==> src/rtl/decoder_scan_seq.sv <==
`default_nettype none
// ============================================================================
// Module   : decoder_scan_seq
// Purpose  : AW-to-2^AW decoder with three operating modes:
//              direct decode of A, continuous output scan, or a single
//              START-triggered sweep across all outputs. Every output is
//              registered; the selected index dwells for DWELL enabled clocks.
// Ports    : CLK    - clock, all state changes on its rising edge
//            RESET  - synchronous active-high reset
//            G      - active-low enable (1 blanks Y and freezes sequencing)
//            MODE   - 00 direct, 01 scan, 10 single sweep, 11 as direct
//            A      - address decoded in direct mode
//            START  - one-cycle pulse that launches a sweep from IDLE
//            Y      - registered decoded outputs (polarity per ACTIVE_LOW)
//            IDX    - registered index selected in scan/sweep, else 0
//            BUSY   - high while a scan or sweep is active
//            DONE   - one-cycle pulse at sweep completion
// Revision : 1.0 - initial release
// ============================================================================
module decoder_scan_seq #(
    parameter int AW         = 2,
    parameter int DWELL      = 4,
    parameter int ACTIVE_LOW = 1
) (
    input  logic                 CLK,
    input  logic                 RESET,
    input  logic                 G,
    input  logic [1:0]           MODE,
    input  logic [AW-1:0]        A,
    input  logic                 START,
    output logic [(1<<AW)-1:0]   Y,
    output logic [AW-1:0]        IDX,
    output logic                 BUSY,
    output logic                 DONE
);

    localparam int c_N  = 1 << AW;
    // Counter only needs to reach DWELL-1; keep at least one bit for DWELL=1.
    localparam int c_CW = (DWELL > 1) ? $clog2(DWELL) : 1;

    localparam logic [c_CW-1:0] c_DWELL_LAST = c_CW'(DWELL - 1);
    localparam logic [AW-1:0]   c_IDX_LAST   = AW'(c_N - 1);
    localparam logic [c_N-1:0]  c_Y_OFF      = (ACTIVE_LOW != 0) ? {c_N{1'b1}} : {c_N{1'b0}};

    localparam logic [1:0] c_ST_IDLE   = 2'd0;
    localparam logic [1:0] c_ST_DIRECT = 2'd1;
    localparam logic [1:0] c_ST_SCAN   = 2'd2;
    localparam logic [1:0] c_ST_SWEEP  = 2'd3;

    logic [1:0]      r_state;
    logic [AW-1:0]   r_idx;
    logic [c_CW-1:0] r_cnt;
    logic [c_N-1:0]  r_y;
    logic            r_busy;
    logic            r_done;

    logic [1:0]      w_state_nxt;
    logic [1:0]      w_target;
    logic            w_in_family;
    logic [AW-1:0]   w_idx_nxt;
    logic [c_CW-1:0] w_cnt_nxt;
    logic [c_N-1:0]  w_y_nxt;
    logic            w_busy_nxt;
    logic            w_done_nxt;

    function automatic logic [c_N-1:0] f_decode(input logic [AW-1:0] sel);
        logic [c_N-1:0] onehot;
        onehot      = '0;
        onehot[sel] = 1'b1;
        return (ACTIVE_LOW != 0) ? ~onehot : onehot;
    endfunction

    // Home state of the requested mode. MODE=10 homes to IDLE; SWEEP is a
    // sub-state of that mode, so it counts as "in family" as well.
    always_comb begin
        w_target = c_ST_DIRECT;
        case (MODE)
            2'b01:   w_target = c_ST_SCAN;
            2'b10:   w_target = c_ST_IDLE;
            default: w_target = c_ST_DIRECT;
        endcase
        w_in_family = (r_state == w_target) ||
                      ((w_target == c_ST_IDLE) && (r_state == c_ST_SWEEP));
    end

    // Next-state and next-output logic.
    always_comb begin
        w_state_nxt = r_state;
        w_idx_nxt   = r_idx;
        w_cnt_nxt   = r_cnt;
        w_done_nxt  = 1'b0;

        if (!w_in_family) begin
            // Mode change: restart cleanly, aborting any sweep silently.
            w_state_nxt = w_target;
            w_idx_nxt   = '0;
            w_cnt_nxt   = '0;
        end else begin
            case (r_state)
                c_ST_SCAN, c_ST_SWEEP: begin
                    if (!G) begin
                        if (r_cnt == c_DWELL_LAST) begin
                            w_cnt_nxt = '0;
                            if ((r_state == c_ST_SWEEP) && (r_idx == c_IDX_LAST)) begin
                                w_state_nxt = c_ST_IDLE;
                                w_idx_nxt   = '0;
                                w_done_nxt  = 1'b1;
                            end else begin
                                // Wraps N-1 -> 0 naturally in scan.
                                w_idx_nxt = r_idx + AW'(1);
                            end
                        end else begin
                            w_cnt_nxt = r_cnt + c_CW'(1);
                        end
                    end
                end
                c_ST_IDLE: begin
                    if (START && !G) begin
                        w_state_nxt = c_ST_SWEEP;
                        w_idx_nxt   = '0;
                        w_cnt_nxt   = '0;
                    end
                end
                default: ;
            endcase
        end

        // Outputs are derived from the next state so they register together.
        w_busy_nxt = (w_state_nxt == c_ST_SCAN) || (w_state_nxt == c_ST_SWEEP);
        w_y_nxt    = c_Y_OFF;
        if (!G) begin
            case (w_state_nxt)
                c_ST_DIRECT:           w_y_nxt = f_decode(A);
                c_ST_SCAN, c_ST_SWEEP: w_y_nxt = f_decode(w_idx_nxt);
                default:               w_y_nxt = c_Y_OFF;
            endcase
        end
    end

    always_ff @(posedge CLK) begin
        if (RESET) begin
            r_state <= c_ST_IDLE;
            r_idx   <= '0;
            r_cnt   <= '0;
            r_y     <= c_Y_OFF;
            r_busy  <= 1'b0;
            r_done  <= 1'b0;
        end else begin
            r_state <= w_state_nxt;
            r_idx   <= w_idx_nxt;
            r_cnt   <= w_cnt_nxt;
            r_y     <= w_y_nxt;
            r_busy  <= w_busy_nxt;
            r_done  <= w_done_nxt;
        end
    end

    assign Y    = r_y;
    assign IDX  = r_idx;
    assign BUSY = r_busy;
    assign DONE = r_done;

endmodule
`default_nettype wire

==> config.mk <==
export PLATFORM = sky130hd
export DESIGN_NAME = decoder_scan_seq
export DESIGN_NICKNAME = d
export VERILOG_FILES = /design/src/rtl/decoder_scan_seq.sv
export SDC_FILE = /design/constraint.sdc
export NUM_CORES = 1
export LEC_CHECK = 0
export CAP_MARGIN = 25
export CORE_UTILIZATION = 50
export CTS_CLUSTER_DIAMETER = 200
export DETAILED_ROUTE_END_ITERATION = 10
export GPL_ROUTABILITY_DRIVEN = 1
export PLACE_DENSITY_LB_ADDON = 0.05
export SLEW_MARGIN = 20
export SYNTH_ARGS = -nofsm -noshare
export SYNTH_HDL_FRONTEND = slang
export SYNTH_SLANG_ARGS = --single-unit
==> constraint.sdc <==
create_clock -name CLK -period 2.88 [get_ports CLK]
set_input_delay 0.288 -clock CLK [delete_from_list [all_inputs] [get_ports CLK]]
set_output_delay 0.288 -clock CLK [all_outputs]
set_load 0.05 [all_outputs]
==> results.ini <==
[run_status]
result_of_the_run=finished clean

[critical_path]
cp_data_required_time_ps=3080
critical_path.n_buffers_inverters=2
critPathLaunchType=input pin
critical_path.max_fanout=10
crit_path_cell_trace=clkdlybuf4s50_1 > inv_1 > ha_1 > xor2_1 > o21ai_2 > o221ai_1 > a32oi_1
worst_path_max_delay_cell=sky130_fd_sc_hd__clkdlybuf4s50_1
worstPathArrival_ps=2120
path_delay_family=compound AO/OA/AOI/OAI gates
setup.worst_path.class=input pin to flop
nature_of_the_critical_path_endpoint=flop
timing.critical_path.slowest_cell_delay_ps=480

[global_route]
track_usage=0.212
grt_antenna_before_repair=0
grt_first_pass_wirelength_um=2170
grt_pass1_vias=530
grt_start_max_net_pins=14
globalRouteOverflowTotal=0

[layout]
layout_commonest_cell=sky130_fd_sc_hd__clkdlybuf4s50_1
layout.cells.most_common_list=sky130_fd_sc_hd__clkdlybuf4s50_1 (15), sky130_fd_sc_hd__dfxtp_1 (12), sky130_fd_sc_hd__nor2_1 (9)
fill_cells=112
final_nets=108
post-route-util=0.674
num_antenna_cells=0
drive_above_1_share=0.0957
area.growth.synth_to_final_pct=25.4

[clocking]
postCtsSetupRepairBufs=0
cts_buffers=3
clock_tree_from_tritoncts=built
cts-hold-fix-buffers=0
clock_insertion_delay_worst_skew_ps=270
post_cts_resize_count=0
clock_path_buffers=2
htree_num_levels=1
root_buffer=sky130_fd_sc_hd__clkbuf_4
cts.reportedPaths.clkPinSlew_ps=70
clock_sink_count=12

[detailed_routing]
post-route-drc-count=0
routed_wirelength_um=1460
drt_pre_antenna_iters=4
via_per_inst=5.57
drtIter0Drc=16
routed-via-count=607
postRouteAntennaNets=0
routed_wire_length_per_instance_um=13.4

[floorplanning]
boundaryPins=16
floorplan.core_area_mm2=0.00128
chipWidth_um=39.2
total_die_area_mm2=0.00153
floorplan.die.height_um=39.2
fp-row-count=13
initial_core_util=0.537

[synthesis]
postSynth.asyncResetShare=0
synth_cell_type_count=33
synth_top_area_share=0.348
synth-main-ff-cell=sky130_fd_sc_hd__dfxtp_1
yosysWarningCount=0
syn-mean-instance-area_um2=8.85
netlist_top_cells_area=sky130_fd_sc_hd__dfxtp_1 (35%), sky130_fd_sc_hd__ha_1 (7.2%), sky130_fd_sc_hd__nor2_1 (4.9%)
netlist_area_um2=691
synth.ff_latch_count=12
synth.largest_area_cell=sky130_fd_sc_hd__dfxtp_1
synth-edff-count=0
synthesized_nets=90
postSynthCellCount=78
synth_seq_area_share=0.348

[flow_run]
max-cap-violations=0

[power]
power.density_cell_area_mw_per_mm2=511
leakage_nw=0.346
vdd.ir_drop.worst_uv=284

[worst_hold_path]
worst_min_delay_path_class=flop to flop

[timing]
post-route-min-period_ps=1920
unrepaired_setup_endpoints_after_global_routing=no
maxClockFrequency_mhz=522
worst_slew_margin_rel=0.663
final-hold-violation-count=0
min_period_over_period=0.665
setup-tns-final_ps=0
final_max_slew_viol_count=0
final_skew_ps=2.85
setup_viol_count_final=0
worst_hold_margin_ps=513
worst_pin_slew_ps=505

[placed_design]
place.port_buffers=15
gp_routability_congestion=0.812
post-dp-hpwl_um=1100

-- routing by layer --
layer,GRT usage,up-vias,share of wire
li1,-,316,-
met1,0.282,275,0.51
met2,0.338,13,0.44
met3,0.0347,3,0.032
met4,0.0776,0,0.018
met5,0,-,0
-- cell families (layout without fill, tap and decap cells) --
| group | count (synthesis) | in the layout | share of synthesized area |
|---|---|---|---|
| AND/OR/NAND/NOR | 31 | 31 | 0.259 |
| adder cells (fa/ha/maj) | 4 | 4 | 0.0725 |
| buffers and inverters | 7 | 23 | 0.0507 |
| AO/OA/AOI/OAI | 20 | 20 | 0.214 |
| XOR/XNOR | 2 | 2 | 0.0254 |
| flip-flops | 12 | 12 | 0.348 |
| multiplexers | 2 | 2 | 0.0308 |
-- registers in the layout, indices dropped and copies added (netlist names) --
| name | cells |
|---|---|
| Y | 4 |
| IDX | 2 |
| r_cnt | 2 |
| r_state | 2 |
| BUSY | 1 |
| DONE | 1 |
-- per-stage QoR --
step                area (µm²)  setup WS [ps]  total power [mW]  instances
floorplan                  691           1210             0.305         78
global placement           843            762             0.338        106
detailed placement         843            709             0.340        106
CTS                        866            995             0.442        109
global route               866            814             0.463        109
finish                     866            964             0.442        109
-- layout make-up --
class | instances | area, µm² | area share
inverters | 5 | 18.8 | 0.0217
flip-flops and latches | 12 | 240 | 0.277
multi-input cells | 59 | 415 | 0.480
repair buffers | 15 | 150 | 0.173
clock buffers | 3 | 22.5 | 0.0260
well taps | 15 | 18.8 | 0.0217
-- tightest hold or removal path, delay by kind of cell, from the launching register on --
family	cells	cell delay, ps
simple gates	1	80
flops	1	340
compound gates	1	70
-- synthesized netlist by cell type (2+ instances only) --
cell type / n
sky130_fd_sc_hd__nand2b_1: 2
sky130_fd_sc_hd__nor2_1: 9
sky130_fd_sc_hd__a211oi_1: 3
sky130_fd_sc_hd__o21ai_0: 3
sky130_fd_sc_hd__nor2b_1: 4
sky130_fd_sc_hd__nand3_1: 2
sky130_fd_sc_hd__nand2_1: 3
sky130_fd_sc_hd__inv_1: 5
sky130_fd_sc_hd__nor3_1: 3
sky130_fd_sc_hd__xor2_1: 2
sky130_fd_sc_hd__dfxtp_1: 12
sky130_fd_sc_hd__o21a_1: 3
sky130_fd_sc_hd__and2b_2: 2
sky130_fd_sc_hd__ha_1: 4
sky130_fd_sc_hd__a32oi_1: 2
sky130_fd_sc_hd__a22oi_1: 2
-- path summary, 6_finish.rpt --
path / startpoint / endpoint / slack (ps) / cells after the start
worst max-delay path: MODE[0] / Y[1] / 960 / 7
worst max register to register: r_state[0] / Y[0] / 1260 / 4
worst min-delay path: r_cnt[1] / r_cnt[1] / 510 / 2
worst min register to register: r_cnt[1] / r_cnt[1] / 510 / 2
-- report_power, final --
group,internal [mW],switching [mW]
Combinational,0.0572,0.0796
Clock,0.0485,0.0564
Sequential,0.179,0.0212
Power figures use the tool's default switching activity.
